$ cat config.mk
export PLATFORM = sky130hd
export DESIGN_NAME = store_write_buffer_flat
export DESIGN_NICKNAME = d
export VERILOG_FILES = /design/src/rtl/store_write_buffer_pkg.sv /design/src/rtl/store_write_buffer_if.sv /design/src/rtl/store_write_buffer_sync_fifo.sv /design/src/rtl/store_write_buffer.sv /design/src/flat_wrapper.sv
export SDC_FILE = /design/constraint.sdc
export NUM_CORES = 1
export LEC_CHECK = 0
export CORE_MARGIN = 5
export CORE_UTILIZATION = 24
export DETAILED_ROUTE_END_ITERATION = 8
export HOLD_SLACK_MARGIN = 0.06
export PLACE_DENSITY = 0.43
export SYNTH_ARGS = -nofsm -noshare
export SYNTH_HDL_FRONTEND = slang
export SYNTH_SLANG_ARGS = --single-unit
export TNS_END_PERCENT = 30
$ cat constraint.sdc
create_clock -name clk -period 11.7 [get_ports clk]
set_input_delay 1.17 -clock clk [delete_from_list [all_inputs] [get_ports clk]]
set_output_delay 1.17 -clock clk [all_outputs]
set_load 0.02 [all_outputs]
$ cat src/rtl/store_write_buffer_pkg.sv
// Shared definitions for the store write buffer:
// store opcode, instruction field helpers and drain FSM states.
package store_write_buffer_pkg;

  localparam logic [3:0] OP_SW = 4'b1010;
  localparam int OFF_W = 6;

  typedef enum logic {
    IDLE = 1'b0,
    REQ  = 1'b1
  } drain_state_e;

  function automatic logic is_sw(input logic [3:0] opc);
    return opc == OP_SW;
  endfunction

endpackage

$ cat src/rtl/store_write_buffer_if.sv
// Data-memory write port: request, address, data and acknowledge.
// The buffer drives the request side; memory returns the ack.
interface store_write_buffer_if #(
  parameter int ADDR_W = 32,
  parameter int DATA_W = 32
);
  logic              mem_req;
  logic [ADDR_W-1:0] mem_addr;
  logic [DATA_W-1:0] mem_wdata;
  logic              mem_ack;

  modport master (
    output mem_req,
    output mem_addr,
    output mem_wdata,
    input  mem_ack
  );

  modport slave (
    input  mem_req,
    input  mem_addr,
    input  mem_wdata,
    output mem_ack
  );
endinterface

$ cat src/rtl/store_write_buffer_sync_fifo.sv
// Entry storage for the store buffer: circular FIFO with a
// lookahead port giving the entry that becomes head after a pop.
module store_write_buffer_sync_fifo #(
  parameter  int DEPTH = 4,
  parameter  int WIDTH = 64,
  localparam int PW    = $clog2(DEPTH),
  localparam int CW    = PW + 1
) (
  input  logic             clk,
  input  logic             rst_n,
  input  logic             push,
  input  logic [WIDTH-1:0] din,
  input  logic             pop,
  output logic [WIDTH-1:0] head,
  output logic [WIDTH-1:0] nxt,
  output logic [CW-1:0]    count
);

  logic [WIDTH-1:0] mem_q [DEPTH];
  logic [PW-1:0]    wr_ptr_q, wr_ptr_d;
  logic [PW-1:0]    rd_ptr_q, rd_ptr_d;
  logic [PW-1:0]    rd_nxt;
  logic [CW-1:0]    count_q, count_d;

  always_comb begin
    wr_ptr_d = wr_ptr_q + PW'(push);
    rd_ptr_d = rd_ptr_q + PW'(pop);
    count_d  = count_q + CW'(push) - CW'(pop);
    rd_nxt   = rd_ptr_q + PW'(1);
  end

  assign head  = mem_q[rd_ptr_q];
  // with a single entry the successor is whatever is being pushed now
  assign nxt   = (count_q > CW'(1)) ? mem_q[rd_nxt] : din;
  assign count = count_q;

  always_ff @(posedge clk or negedge rst_n) begin
    if (!rst_n) begin
      wr_ptr_q <= '0;
      rd_ptr_q <= '0;
      count_q  <= '0;
    end else begin
      wr_ptr_q <= wr_ptr_d;
      rd_ptr_q <= rd_ptr_d;
      count_q  <= count_d;
    end
  end

  always_ff @(posedge clk) begin
    if (push) mem_q[wr_ptr_q] <= din;
  end

endmodule

$ cat src/rtl/store_write_buffer.sv
// Store write buffer: address generation, entry queue, in-order
// drain FSM to data memory and sticky overflow flag.
module store_write_buffer
  import store_write_buffer_pkg::*;
#(
  parameter  int DEPTH  = 4,
  parameter  int ADDR_W = 32,
  parameter  int DATA_W = 32,
  localparam int CW     = $clog2(DEPTH) + 1,
  localparam int WIDTH  = ADDR_W + DATA_W
) (
  input  logic          clk,
  input  logic          reset,
  input  logic [15:0]   instruction,
  input  logic [31:0]   Read_register1,
  input  logic [31:0]   Read_register2,
  input  logic          write_enable,
  output logic          st_ready,
  output logic [CW-1:0] count,
  output logic          overflow,
  store_write_buffer_if.master mem
);

  drain_state_e       state_q, state_d;
  logic               req_q, req_d;
  logic [ADDR_W-1:0]  addr_q, addr_d;
  logic [DATA_W-1:0]  wdata_q, wdata_d;
  logic               ovf_q, ovf_d;

  logic signed [OFF_W-1:0] off;
  logic [ADDR_W-1:0]  st_addr;
  logic [WIDTH-1:0]   entry, head, nxt;
  logic               is_store, push, pop, remain;
  logic               unused_bits;

  assign unused_bits = &{1'b0, instruction[11:6]};

  always_comb begin
    off      = instruction[OFF_W-1:0];
    st_addr  = Read_register1[ADDR_W-1:0] + ADDR_W'(off);
    entry    = {st_addr, Read_register2[DATA_W-1:0]};
    st_ready = count != CW'(DEPTH);
    is_store = write_enable && is_sw(instruction[15:12]);
    push     = is_store && st_ready;
    pop      = (state_q == REQ) && mem.mem_ack;
    remain   = (count != CW'(1)) || push;
    ovf_d    = ovf_q || (is_store && !st_ready);
  end

  store_write_buffer_sync_fifo #(
    .DEPTH (DEPTH),
    .WIDTH (WIDTH)
  ) u_fifo (
    .clk   (clk),
    .rst_n (reset),
    .push  (push),
    .din   (entry),
    .pop   (pop),
    .head  (head),
    .nxt   (nxt),
    .count (count)
  );

  always_comb begin
    state_d = state_q;
    req_d   = req_q;
    addr_d  = addr_q;
    wdata_d = wdata_q;
    unique case (state_q)
      IDLE: begin
        if (count != '0) begin
          state_d           = REQ;
          req_d             = 1'b1;
          {addr_d, wdata_d} = head;
        end
      end
      REQ: begin
        // hold the presented write until memory takes it
        if (mem.mem_ack) begin
          if (remain) begin
            {addr_d, wdata_d} = nxt;
          end else begin
            state_d = IDLE;
            req_d   = 1'b0;
          end
        end
      end
      default: begin
        state_d = IDLE;
        req_d   = 1'b0;
      end
    endcase
  end

  always_ff @(posedge clk or negedge reset) begin
    if (!reset) begin
      state_q <= IDLE;
      req_q   <= 1'b0;
      addr_q  <= '0;
      wdata_q <= '0;
      ovf_q   <= 1'b0;
    end else begin
      state_q <= state_d;
      req_q   <= req_d;
      addr_q  <= addr_d;
      wdata_q <= wdata_d;
      ovf_q   <= ovf_d;
    end
  end

  assign mem.mem_req   = req_q;
  assign mem.mem_addr  = addr_q;
  assign mem.mem_wdata = wdata_q;
  assign overflow      = ovf_q;

endmodule

$ cat src/flat_wrapper.sv
// flat-port wrapper written by rule: the top's interface ports become plain ports
module store_write_buffer_flat import store_write_buffer_pkg::*;
#(
  parameter  int DEPTH  = 4,
  parameter  int ADDR_W = 32,
  parameter  int DATA_W = 32,
  localparam int CW     = $clog2(DEPTH) + 1,
  localparam int WIDTH  = ADDR_W + DATA_W
)
  (clk, reset, instruction, Read_register1, Read_register2, write_enable, st_ready, count, overflow, mem_mem_req, mem_mem_addr, mem_mem_wdata, mem_mem_ack);
  store_write_buffer_if #(.ADDR_W(ADDR_W), .DATA_W(DATA_W)) mem_i ();
  input  logic clk;
  input  logic reset;
  input  logic [15:0] instruction;
  input  logic [31:0] Read_register1;
  input  logic [31:0] Read_register2;
  input  logic write_enable;
  output logic st_ready;
  output logic [CW-1:0] count;
  output logic overflow;
  output wire logic [$bits(mem_i.mem_req)-1:0] mem_mem_req;
  output wire logic [$bits(mem_i.mem_addr)-1:0] mem_mem_addr;
  output wire logic [$bits(mem_i.mem_wdata)-1:0] mem_mem_wdata;
  input wire logic [$bits(mem_i.mem_ack)-1:0] mem_mem_ack;
  assign mem_mem_req = mem_i.mem_req;
  assign mem_mem_addr = mem_i.mem_addr;
  assign mem_mem_wdata = mem_i.mem_wdata;
  assign mem_i.mem_ack = mem_mem_ack;
  store_write_buffer #(.DEPTH(DEPTH), .ADDR_W(ADDR_W), .DATA_W(DATA_W)) u_core (.clk(clk), .reset(reset), .instruction(instruction), .Read_register1(Read_register1), .Read_register2(Read_register2), .write_enable(write_enable), .st_ready(st_ready), .count(count), .overflow(overflow), .mem(mem_i));
endmodule
# After elaboration in Yosys (flattened, before gate mapping)
# Memories as Yosys holds them, arrays and structs flattened.
# Index checks and enable logic that the tools add are counted.
# Widths: inputs -> output; s select.
[totals]
memories = 1
ram_bits = 256
regBits = 74
[memory_table]
columns = ["memory", "depth", "width", "rd", "rd_ports_with_merged_regs", "write_ports", "line", "rtl"]
rows = [
  ["u_core.u_fifo.mem_q", 4, 64, 2, 0, 1, "store_write_buffer_sync_fifo.sv:19", "logic [WIDTH-1:0] mem_q [DEPTH];"],
]
[op_classes]
magnitude_cmp = 1
n_reduce_logical = 10
muxes = 19
n_bitwise = 1
n_addsub = 6
n_eq_ne = 7
[ops]
columns = ["op", "n"]
rows = [
  ["$mux 32", 6],
  ["$pmux 32 s2", 2],
  ["$mux 64", 1],
  ["$add 32x32->32", 1],
  ["$mux 1", 8],
  ["$ne 2x2->1 const B", 3],
  ["$reduce_and 3->1", 2],
  ["$add 2x1->2", 2],
  ["$eq 4x4->1 const B", 1],
  ["$logic_and 1x1->1", 4],
  ["$pmux 1 s2", 2],
  ["$add 3x1->3", 1],
  ["$gt 3x1->1 const B", 1],
  ["$ne 3x1->1 const B", 1],
  ["$ne 3x3->1 const B", 1],
  ["$reduce_bool 3->1", 1],
  ["$sub 3x1->3", 1],
  ["$add 2x1->2 const B", 1],
  ["$logic_or 1x1->1", 2],
  ["$ne 2x1->1 const B", 1],
  ["$logic_not 1->1", 1],
  ["$not 1->1", 1],
]

# Depth between registers and ports, before layout
# Gate-level depths: netlist (run 1).
[depth]
depth_word = 7
mapped_depth = 11

# By module
# From an unflattened synthesis (run 1), not the netlist that was laid out.
[hier_totals]
hier_cells = 1077
area_unflattened_um2 = 16779.8
[by_module_without_submodules]
columns = ["module", "cells_per_inst", "area_each_um2", "n_inst"]
rows = [
  ["store_write_buffer_sync_fifo", 511, 11905.2, 1],
  ["store_write_buffer", 566, 4874.7, 1],
]

# Worst setup path after synthesis (run 1)
# OpenSTA, ideal clock, no wires.
[synth_timing]
path_kind = "in2reg"
start = "in instruction[12]"
end = "mem u_core.u_fifo.mem_q[1][0] (enable)"
setup_ns = 0.578
arrival_time_ns = 6.333
path_buffers = 0
cell_stages = 3
path_slack_ns = 4.789
cell_sequence = "and4bb_2 > nand3_1 > nor3b_1"
[synth_via]
elab_chain_len = 5
[synth_rtl]
columns = ["element", "line", "rtl"]
rows = [
  ["start, declared", "flat_wrapper.sv:14", "input logic [15:0] instruction;"],
  ["$eq 4x4->1", "store_write_buffer_pkg.sv:14", "return opc == OP_SW;"],
  ["$logic_and 1x1->1", "store_write_buffer.sv:43", "is_store = write_enable && is_sw(instruction[15:12]);"],
  ["$logic_and 1x1->1", "store_write_buffer.sv:44", "push = is_store && st_ready;"],
  ["$mux 1", "store_write_buffer_sync_fifo.sv:50", "if (push) mem_q[wr_ptr_q] <= din;"],
  ["$mux 1 (not written as such)", "store_write_buffer_sync_fifo.sv:50", ""],
  ["end, declared", "store_write_buffer_sync_fifo.sv:19", ""],
]
# Every way passes these cells.

# Worst setup path after layout (run 1)
[layout_timing]
start = "in instruction[0]"
end = "reg u_core.addr_q[16], in the netlist u_core.mem.mem_addr[16]"
[layout_via]
elab_chain_len = 5
[layout_rtl]
columns = ["element", "line", "rtl"]
rows = [
  ["$add 32x32->32", "store_write_buffer.sv:40", "st_addr = Read_register1[ADDR_W-1:0] + ADDR_W'(off);"],
  ["via u_core.st_addr[16]", "store_write_buffer.sv:31", "logic [ADDR_W-1:0] st_addr;"],
  ["$mux 64", "store_write_buffer_sync_fifo.sv:34", "assign nxt = (count_q > CW'(1)) ? mem_q[rd_nxt] : din;"],
  ["$mux 32", "store_write_buffer.sv:80", "if (remain) begin"],
  ["$mux 32", "store_write_buffer.sv:79", "if (mem.mem_ack) begin"],
  ["$pmux 32 s2", "store_write_buffer.sv:69", "unique case (state_q)"],
  ["end signal, assigned", "store_write_buffer.sv:105", "addr_q <= addr_d;"],
  ["end, declared", "store_write_buffer.sv:26", "logic [ADDR_W-1:0] addr_q, addr_d;"],
]
# The timed path passes the listed nets, and every way through them passes these cells. The select of a mux whose other input is x is not followed.
# A chain may end at the register's enable or synchronous reset.

==> flow_metrics.py, run 1 <==
metrics = {
    "timing": {
        "setup_viol": 0,
        "skew_ns": 0.0117,
        "fin_setup_tns_ns": 0,
        "fin_crit_sh_pct": 34.4,
        "drv_slew": 0,
        "max_freq_mhz": 249,
        "min_period_ns": 4.02,
        "worst_pin_slew_ns": 1.05,
        "finalHoldViolCount": 0,
        "rsz0062_at_grt": "no",
        "slew_headroom_pct": 30.1,
    },
    "floorplanning": {
        "core_area_um2": 68600,
        "dieArea_um2": 74400,
        "start_util_pct": 24.2,
        "ios": 154,
        "die_x_um": 273,
        "num_rows": 96,
        "die_h_um": 273,
    },
    "grt": {
        "use_met1_pct": 16.8,
        "grt_pass1_vias": 11200,
        "top_usage_layer": "met2",
        "grt_use_met3_pct": 2.55,
        "use_met2_pct": 21.0,
        "grt_max_degree": 69,
        "grt_first_pass_wirelength_um": 71200,
        "antenna_found_initial": 1,
        "grtUsageTotal_pct": 12.5,
        "grt_overflow": 0,
    },
    "place": {
        "dp_hpwl_um": 28700,
        "placedInstanceArea_um2": 19100,
        "gp_congestion": 0.745,
        "portBuffers": 147,
    },
    "detailed_routing": {
        "antenna_left": 0,
        "wl_per_cell_um": 20.5,
        "drt_iter0_drc": 457,
        "drt_wl_total_um": 46700,
        "vias_per_cell": 4.64,
        "dr.pass1.iters": 4,
        "drc": 0,
        "vias": 10600,
    },
    "synth": {
        "ys_seq_area_share_pct": 57.6,
        "async_flop_share_pct": 22.4,
        "synthAdderAreaFrac_pct": 3.04,
        "synth_fp_nets": 1305,
        "synth-edff-count": 256,
        "synth_simple_gate_area_share_pct": 7.89,
        "synth-compound-area-share_pct": 9.47,
        "synth.avg_cell_area_um2": 14.0,
        "synth_xor_area_share_pct": 1.80,
        "yosys-mux-area-fraction_pct": 17.7,
        "synth_top_family_by_area": "multiplexers",
        "yosysUniqueCellTypes": 67,
        "synth_area_um2": 16600,
        "ys_seq_elements": 330,
        "synth_cells": 1182,
        "synthFlopType": "edfxtp_1",
        "yosys_warnings": 0,
    },
    "cts": {
        "cts-root-buf": "clkbuf_16",
        "cts_tree": "built",
        "clock_latency_ns": 0.54,
        "cts-resized-gates": 0,
        "cts_setup_buffers": 0,
        "htree_levels": 2,
        "cts.sinks": 330,
        "cts_hold_buf": 0,
        "cts_inserted_buffers": 39,
        "clockBufferDepth": 3,
        "path_clk_slew_ns": 0.06,
    },
    "hold_path": {
        "hold_path.class": "reg -> reg",
    },
    "critical_path": {
        "critPathKind": "in -> reg",
        "crit_path_end_kind": "register",
        "startpoint_type": "input port",
        "worstPathMaxFanout": 5,
        "crit_arrival_ns": 4.48,
        "required_ns": 12.16,
    },
    "outcome": {
        "status": "finished clean",
    },
    "final_layout": {
        "diodes": 0,
        "final_common_cell": "edfxtp_1",
        "final_cell_area_um2": 20400,
        "post-route-util_pct": 29.7,
        "final_cell_mix": "256 x edfxtp_1, 170 x nand2_1, 146 x clkdlybuf4s50_1, 128 x mux4_2, 96 x o21ai_0",
        "drive_gt1_share_pct": 17.8,
        "final_nets": 1441,
        "syn_to_final_growth_pct": 22.9,
    },
    "job": {
        "cap_violations": 0,
    },
    "power": {
        "vdd_ir_drop_max_v": 0.000117,
        "p_per_area_nw_per_um2": 237,
        "p_leak_nw": 7.07,
    },
}
==> Yosys cell counts (6+ instances only) <==
cell	number	area [µm²]
edfxtp_1	256	7690
nand2_1	170	638
mux4_2	128	2880
o21ai_0	96	480
dfrtp_1	74	1850
a21oi_1	59	295
nor2_1	45	169
nand3_1	43	215
clkbuf_1	42	158
ha_1	37	463
buf_2	22	110
inv_1	19	71.3
xnor2_1	19	166
a21o_1	17	128
xor2_1	15	131
nor3_1	12	60.1
a221oi_1	7	61.3
and3_1	6	37.5
nand4_1	6	37.5
o21ai_1	6	30.0
==> registers in the layout (all words and copies together) (netlist names) <==
name and cells:
u_core.u_fifo.wr_ptr_q 2, u_core.u_fifo.rd_ptr_q 2, u_core.overflow 1, u_core.u_fifo.mem_q 256, u_core.mem.mem_addr 32, u_core.mem.mem_req 1
u_core.state_q 1, u_core.u_fifo.count 3, u_core.mem.mem_wdata 32
==> layer usage <==
layer | up-vias | share of wire (%)
li1 | 4882 | -
met1 | 5436 | 46
met2 | 197 | 48
met3 | 57 | 4.5
met4 | 0 | 1.8
met5 | - | 0
==> critical path, cell delays in order <==
cell,delay (ns)
clkdlybuf4s50_1,0.43
ha_1,0.24
fa_1,0.50
a21o_1,0.23
a31o_2,0.29
a2111oi_4,0.37
o21ai_0,0.17
xor2_1,0.57
mux2i_1,0.16
o21a_1,0.21
o21ai_0,0.13
==> final timing paths <==
check	end	from	cells after the start	slack [ns]
setup / recovery	u_core.mem.mem_addr[16]	instruction[0]	11	7.68
hold / removal	u_core.mem.mem_addr[2]	u_core.mem.mem_addr[2]	2	0.47
setup reg to reg	u_core.mem.mem_addr[18]	u_core.u_fifo.rd_ptr_q[1]	8	8.53
hold reg to reg	u_core.mem.mem_addr[2]	u_core.mem.mem_addr[2]	2	0.47
max in group asynchronous	u_core.u_fifo.rd_ptr_q[1]	reset	2	9.87
min in group asynchronous	u_core.mem.mem_wdata[24]	reset	1	0.55
==> metrics by stage <==
stage	worst slack, ns	hold WS [ns]	total power (W)	instances
final	7.68	0.469	0.00484	2278
after global routing	7.55	0.500	0.00517	2278
after CTS	7.69	0.477	0.00496	2278
after detailed placement	7.11	0.461	0.00369	2208
after global placement	7.12	0.453	0.00367	2208
after floorplan	4.79	0.494	0.00295	1182
==> cell type report <==
| type | count | area (µm²) |
|---|---|---|
| Timing Repair Buffer | 170 | 1640 |
| Inverter | 20 | 75.1 |
| Clock buffer | 55 | 1110 |
| Tap cell | 931 | 1160 |
| Clock inverter | 15 | 184 |
| Multi-Input combinational cell | 757 | 6650 |
| Sequential cell | 330 | 9550 |
| Fill cell | 6917 | 48200 |
==> power by group <==
| part | switching (W) | internal [W] |
|---|---|---|
| registers | 0.000197 | 0.00144 |
| clock network | 0.000488 | 0.000747 |
| logic | 0.00106 | 0.000908 |
==> cells by family after synthesis <==
logic type                 count (synthesis)
DFF                                      330
muxes                                    133
adders and majority gates                 39
AOI/OAI and AO/OA                        248
and+or+nand+nor                          303
buffers and inverters                     95
xor gates and xnor gates                  34
Power figures use the tool's default switching activity.
==> run 2, diff against run 1 <==
--- a/config.mk
+++ b/config.mk
@@ -9,7 +9,7 @@
 export CORE_UTILIZATION = 24
 export DETAILED_ROUTE_END_ITERATION = 8
 export HOLD_SLACK_MARGIN = 0.06
-export PLACE_DENSITY = 0.43
+export PLACE_DENSITY = 0.44
 export SYNTH_ARGS = -nofsm -noshare
 export SYNTH_HDL_FRONTEND = slang
 export SYNTH_SLANG_ARGS = --single-unit
==> constraint.sdc (replaced) <==
create_clock -name clk -period 3.53 [get_ports clk]
set_input_delay 0.353 -clock clk [delete_from_list [all_inputs] [get_ports clk]]
set_output_delay 0.353 -clock clk [all_outputs]
set_load 0.02 [all_outputs]
==> run 2 against run 1 <==
  * First-iteration DRC count grew 21%
  * Non-clock buffer count grew 46
  * Wire length decreased by 0.12%
  * Combinational power grew to 3.4 times the previous value
  * Global-route usage is essentially flat
  * Register-to-register slack got worse by 7.5 ns
  * Highest routed layer unchanged
  * Sequential cell count stayed put
  * Clock skew up 0.025 ns
  * Worst setup slack got worse by 7.2 ns
==> flow_metrics.py, run 2 (synthesized netlist as in run 1, its figures left out) <==
metrics = {
    "outcome": {
        "status": "finished clean",
    },
    "final_layout": {
        "largest_reg_flops": 256,
        "final_cells": 2328,
        "final_nets": 1488,
        "diodes": 0,
        "syn_to_final_growth_pct": 26.2,
        "final_common_cell": "edfxtp_1",
        "largest_register": "u_core.u_fifo.mem_q",
        "post-route-util_pct": 30.5,
        "drive_gt1_share_pct": 20.3,
        "n_fill_cell": 6871,
        "final_cell_mix": "256 x edfxtp_1, 170 x nand2_1, 146 x clkdlybuf4s50_1, 128 x mux4_2, 96 x o21ai_0",
    },
    "timing": {
        "finalHoldViolCount": 0,
        "fin_setup_tns_ns": 0,
        "setup_viol": 0,
        "skew_ns": 0.0362,
        "rsz0062_at_grt": "no",
        "fin_crit_sh_pct": 86.1,
        "max_freq_mhz": 329,
        "worst_pin_slew_ns": 0.947,
        "hold-worst-slack_ns": 0.470,
        "min_period_ns": 3.04,
        "drv_slew": 0,
        "slew_headroom_pct": 36.6,
    },
    "critical_path": {
        "crit_top_cell": "o21ai_1",
        "crit_path_end_kind": "register",
        "required_ns": 4.03,
        "critPathKind": "in -> reg",
        "r2r_slack_ns": 0.99,
        "crit_chain": "clkdlybuf4s50_1 -> ha_1 -> fa_1 -> a21o_1 -> a31o_2 -> a2111oi_4 -> o21ai_1 -> a31oi_2 -> o21ai_1 -> xor2_1 -> buf_4 -> o2bb2ai_1",
        "critPathMaxStageDelay_ns": 0.51,
        "cp_slowest_cell": "fa_1",
        "r2r_cells": 9,
        "r2r-start": "u_core.u_fifo.count[1]",
        "worstPathMaxFanout": 5,
        "crit_arrival_ns": 3.53,
        "r2r-end": "u_core.mem.mem_addr[1]",
        "startpoint_type": "input port",
    },
    "grt": {
        "antenna_found_initial": 0,
        "grt_max_degree": 53,
        "grtUsageTotal_pct": 12.5,
        "grt_first_pass_wirelength_um": 71900,
        "grt_pass1_vias": 11500,
        "grt_overflow": 0,
    },
    "power": {
        "p_per_area_nw_per_um2": 777,
        "p_leak_nw": 7.35,
        "vdd_ir_drop_max_v": 0.000377,
    },
    "detailed_routing": {
        "antenna_left": 0,
        "vias": 10800,
        "drt_iter0_drc": 555,
        "drt_wl_total_um": 46600,
        "drc": 0,
        "vias_per_cell": 4.63,
        "wl_per_cell_um": 20.0,
        "dr.pass1.iters": 4,
    },
    "place": {
        "gp_congestion": 0.812,
        "portBuffers": 147,
        "dp_hpwl_um": 30400,
        "dp.cells": 2253,
    },
    "floorplanning": {
        "start_util_pct": 24.2,
        "ios": 154,
        "core_area_um2": 68600,
        "dieArea_um2": 74400,
        "die_h_um": 273,
        "num_rows": 96,
        "die_x_um": 273,
    },
    "hold_path": {
        "hold_path_end": "u_core.u_fifo.mem_q[2][9]",
        "holdPathStages": 1,
        "hp-start": "Read_register2[9]",
        "hold_path.class": "in -> reg",
    },
    "cts": {
        "cts_inserted_buffers": 40,
        "cts-root-buf": "clkbuf_16",
        "cts-resized-gates": 0,
        "path_clk_slew_ns": 0.06,
        "clock_latency_ns": 0.57,
        "clockBufferDepth": 3,
        "cts_tree": "built",
        "htree_levels": 2,
        "cts.sinks": 330,
    },
    "job": {
        "cap_violations": 0,
    },
}
## run 2: cell count changes in the layout (fill, tap and decap cells not counted), sizes merged
| cell | before | now |
|---|---|---|
| bufinv | 4 | 2 |
| clkbuf | 55 | 54 |
| inv | 20 | 21 |
| clkinv | 9 | 17 |
| dlygate4sd3 | 0 | 1 |
| clkinvlp | 2 | 0 |
| buf | 24 | 69 |
## run 2: worst max path at each step
stage,from,to,slack (ns),cells after the start
2_1_floorplan,u_core.u_fifo.count[0],u_core.u_fifo.mem_q[0][0],-0.61,5
5_1_grt,instruction[0],u_core.mem.mem_addr[28],0.40,12
3_3_place_gp,instruction[0],u_core.mem.mem_addr[28],-0.05,12
3_5_place_dp,instruction[0],u_core.mem.mem_addr[28],-0.07,12
4_1_cts,instruction[0],u_core.mem.mem_addr[28],0.54,12
6_report,instruction[0],u_core.mem.mem_addr[28],0.49,12
## run 2: through the flow
step           instance area, µm²  worst slack [ns]  power, W
2_1_floorplan               16600            -0.610   0.00978
3_3_place_gp                19600           -0.0489    0.0124
3_5_place_dp                19600           -0.0702    0.0125
4_1_cts                     20900             0.540    0.0166
5_1_grt                     20900             0.404    0.0174
6_report                    20900             0.492    0.0162
## run 2: critical path: cells and delay by family
kind | cells | cell delay (ns)
AOI/OAI and AO/OA | 7 | 1.51
adders and majority gates | 2 | 0.74
buffers and inverters | 2 | 0.62
xor gates and xnor gates | 1 | 0.31
## run 2: final cells by class
type / instances / area (µm²) / area share, %
clock buffers: 54 / 1100 / 5.28
multi-input cells: 757 / 6670 / 31.9
repair buffers: 216 / 2150 / 10.3
inverters: 20 / 75.1 / 0.359
well taps: 931 / 1160 / 5.57
flip-flops and latches: 330 / 9550 / 45.7
clock inverters: 20 / 190 / 0.910
## run 2: per-layer routing
metal,up-vias,share of wire (%),GRT usage (%)
met1,5544,45,16.7
li1,4982,-,-
met3,61,4.2,2.18
met5,-,0,0
met4,0,2.3,3.68
met2,199,48,21.0
## run 2: timing repair
| item | in CTS | in global routing |
|---|---|---|
| endpoints found under the hold margin | 51 | 0 |
| buffers inserted | 0 | 0 |
| hold buffers | 1 | 0 |
## run 2: report_power, final
group | internal, W | switching [W] | total [W]
clock network | 0.00236 | 0.00166 | 0.00403
logic | 0.00322 | 0.00357 | 0.00679
registers | 0.00477 | 0.000649 | 0.00542
total | 0.0104 | 0.00588 | 0.0162
==> run 3, diff against run 2 <==
--- a/config.mk
+++ b/config.mk
@@ -6,11 +6,12 @@
 export NUM_CORES = 1
 export LEC_CHECK = 0
 export CORE_MARGIN = 5
-export CORE_UTILIZATION = 24
+export CORE_UTILIZATION = 53
 export DETAILED_ROUTE_END_ITERATION = 8
 export HOLD_SLACK_MARGIN = 0.06
-export PLACE_DENSITY = 0.44
+export PLACE_DENSITY = 0.8
 export SYNTH_ARGS = -nofsm -noshare
 export SYNTH_HDL_FRONTEND = slang
+export SYNTH_HIERARCHICAL = 1
 export SYNTH_SLANG_ARGS = --single-unit
 export TNS_END_PERCENT = 30
==> run 3 against run 2 <==
  * Wire length shrank 24%
  * Total power shrank 5.6%
  * Critical endpoint is now u_core/mem.mem_addr[30]
  * Register-to-register slack lost 0.06 ns
  * Critical path depth grew 3
  * Highest routed layer unchanged
  * Largest power group unchanged
  * Design area shrank 4.0%
  * Core utilization grew 33 points
  * Die area shrank 53%
  * Clock skew shrank 0.019 ns
  * First-iteration DRC count grew 19%
  * Sequential cell count is the same
==> flow_metrics.py, run 3 <==
metrics = {
    "outcome": {
        "status": "finished clean",
    },
    "cts": {
        "cts-root-buf": "clkbuf_16",
        "cts.sinks": 330,
        "path_clk_slew_ns": 0.06,
        "clock_latency_ns": 0.51,
        "htree_levels": 2,
        "clockBufferDepth": 3,
        "cts_inserted_buffers": 34,
        "cts_tree": "built",
    },
    "synth": {
        "synthFlopType": "edfxtp_1",
        "ys_seq_elements": 330,
        "synth_most_common_cell": "edfxtp_1",
        "yosysTopAreaCell": "edfxtp_1",
        "ys_seq_area_share_pct": 56.8,
        "synth_area_leaders": "edfxtp_1 46%, mux4_2 17%, dfrtp_1 11%",
        "synthTopCellsByCount": "256 x edfxtp_1, 128 x mux4_2, 103 x a21oi_1",
        "synth-edff-count": 256,
        "synth_area_um2": 16800,
        "yosys_warnings": 6,
        "synth.avg_cell_area_um2": 15.6,
        "async_flop_share_pct": 22.4,
        "synth_top_area_share_pct": 45.8,
        "synth_fp_nets": 1200,
        "synth_cells": 1077,
        "yosysUniqueCellTypes": 59,
    },
    "final_layout": {
        "diodes": 0,
        "final_nets": 1375,
        "final_common_cell": "edfxtp_1",
        "largest_register": "u_core/u_fifo/mem_q",
        "post-route-util_pct": 63.9,
        "syn_to_final_growth_pct": 19.6,
        "final_cells": 1679,
        "final_cell_mix": "256 x edfxtp_1, 146 x clkdlybuf4s50_1, 128 x mux4_2, 103 x a21oi_1, 87 x nor2_1",
        "largest_reg_flops": 256,
        "drive_gt1_share_pct": 25.1,
    },
    "timing": {
        "fin_crit_sh_pct": 86.0,
        "fin_ws_ns": 0.496,
        "finalHoldViolCount": 0,
        "max_freq_mhz": 330,
        "skew_ns": 0.0177,
        "hold-worst-slack_ns": 0.484,
        "setup_viol": 0,
        "worst_pin_slew_ns": 0.873,
        "min_period_ns": 3.03,
        "drv_slew": 0,
        "slew_headroom_pct": 41.8,
        "rsz0062_at_grt": "no",
    },
    "critical_path": {
        "crit_top_cell": "a21oi_1",
        "critPathCapture": "u_core/mem.mem_addr[30]",
        "critPathMaxStageDelay_ns": 0.43,
        "crit_arrival_ns": 3.40,
        "required_ns": 3.89,
        "r2r-end": "u_core/u_fifo/count[2]",
        "cp-startpoint": "instruction[0]",
        "cp_slowest_cell": "fa_1",
        "critPathKind": "in -> reg",
        "worstPathMaxFanout": 5,
        "crit_path_end_kind": "register",
        "r2r_slack_ns": 0.93,
        "crit_chain": "clkdlybuf4s50_1 -> ha_1 -> fa_1 -> a21oi_1 -> buf_4 -> o2111ai_1 -> a31oi_1 -> nand2_1 -> a21oi_1 -> buf_4 -> o211ai_1 -> xor2_1 -> mux2_2 -> mux2i_1 -> a21oi_1",
        "r2r_cells": 8,
        "r2r-start": "u_core/u_fifo/count[0]",
        "startpoint_type": "input port",
    },
    "place": {
        "dp_hpwl_um": 22900,
        "preCtsSetupSlack_ns": -0.0290,
        "dp.cells": 1617,
        "portBuffers": 147,
        "gp_congestion": 0.839,
    },
    "grt": {
        "grtUsageTotal_pct": 20.3,
        "grt_overflow": 0,
        "grt_pass1_vias": 10700,
        "grt_max_degree": 97,
        "antenna_found_initial": 0,
        "grt_first_pass_wirelength_um": 58200,
    },
    "detailed_routing": {
        "drc": 0,
        "drt_wl_total_um": 35500,
        "drt_iter0_drc": 659,
        "vias_per_cell": 6.11,
        "dr.pass1.iters": 5,
        "vias": 10300,
        "wl_per_cell_um": 21.1,
        "antenna_left": 0,
    },
    "power": {
        "finalPower_w": 0.0153,
        "p_per_area_nw_per_um2": 763,
        "vdd_ir_drop_max_v": 0.000454,
        "p_leak_nw": 7.34,
    },
    "floorplanning": {
        "die_h_um": 188,
        "ios": 154,
        "num_rows": 65,
        "core_area_um2": 31400,
        "start_util_pct": 53.5,
        "dieArea_um2": 35300,
        "die_x_um": 188,
    },
    "job": {
        "cap_violations": 0,
    },
    "hold_path": {
        "hold_path.class": "reg -> reg",
    },
}
## run 3: cell types whose count changed in the layout (fill, tap and decap cells not counted), moves of 6 or more
cell	previous run	this run
clkbuf_16	41	35
nor2_1	44	87
nand3_1	43	12
mux2_2	0	64
a221oi_1	7	0
buf_4	56	49
o21ai_0	96	17
mux2i_1	5	66
a21oi_1	59	103
nand2_1	170	34
a21o_1	17	5
clkinv_1	9	1
nor3_1	11	4
## run 3: cell families after synthesis
family	count (synthesis)	synth area share (%)
DFF	330	56.8
muxes	258	25.4
AOI/OAI and AO/OA	172	6.20
and+or+nand+nor	167	4.34
buffers and inverters	82	2.69
adders and majority gates	39	3.00
xor gates and xnor gates	29	1.51
## run 3: worst min path at each step
stage | from | end | slack (ns) | depth (start not counted)
after CTS | u_core/overflow | u_core/overflow | 0.49 | 1
after detailed placement | u_core/overflow | u_core/overflow | 0.47 | 1
after global placement | u_core/overflow | u_core/overflow | 0.47 | 1
final | u_core/overflow | u_core/overflow | 0.48 | 1
after global routing | u_core/overflow | u_core/overflow | 0.50 | 1
after floorplan | reset | u_core/mem.mem_addr[0] | 0.06 | 0
## run 3: cell type report
type                       instances  area [µm²]
inverter                          15        56.3
clock inverter                     9        75.1
multi-input combinational        665        6840
fill                            2220       11300
timing repair buffer             206        2040
sequential                       330        9550
clock buffer                      52        1000
tap                              402         503
## run 3: stage by stage
stage               instance area [µm²]  TNS [ns]
global route                      20100         0
floorplan                         16800    -62.48
finish                            20100         0
CTS                               20100         0
detailed placement                19000   -0.0456
global placement                  19000         0
## run 3: power by group
| part | switching (W) | internal, W | leakage [nW] | total [W] |
|---|---|---|---|---|
| sequential | 0.000571 | 0.00477 | 3.13 | 0.00534 |
| combinational | 0.00303 | 0.00353 | 3.68 | 0.00656 |
| clock | 0.00140 | 0.00203 | 0.527 | 0.00342 |
## run 3: timing repair
action	4_1_cts	5_1_grt
hold buffers	1	0
resized for setup	0	0
hold endpoints to repair	55	0
buffers inserted	0	0
setup endpoints to repair	0	0
## run 3: worst max-delay path, delay by kind of cell
family,cells,cell delay (ns)
adder cells (fa/ha/maj),2,0.66
AO/OA/AOI/OAI,6,0.89
multiplexers,2,0.48
AND/OR/NAND/NOR,1,0.13
XOR/XNOR,1,0.20
buffers and inverters,3,0.69
## run 3: routing by layer
layer	vias to the layer above	track usage (%)	part of all wire (%)	wire [µm]
li1	4659	-	-	-
met1	5237	28.2	43	15200
met2	310	33.9	50	17700
met3	52	3.11	5.4	1930
met4	0	5.36	2.0	717
met5	-	0	0	0
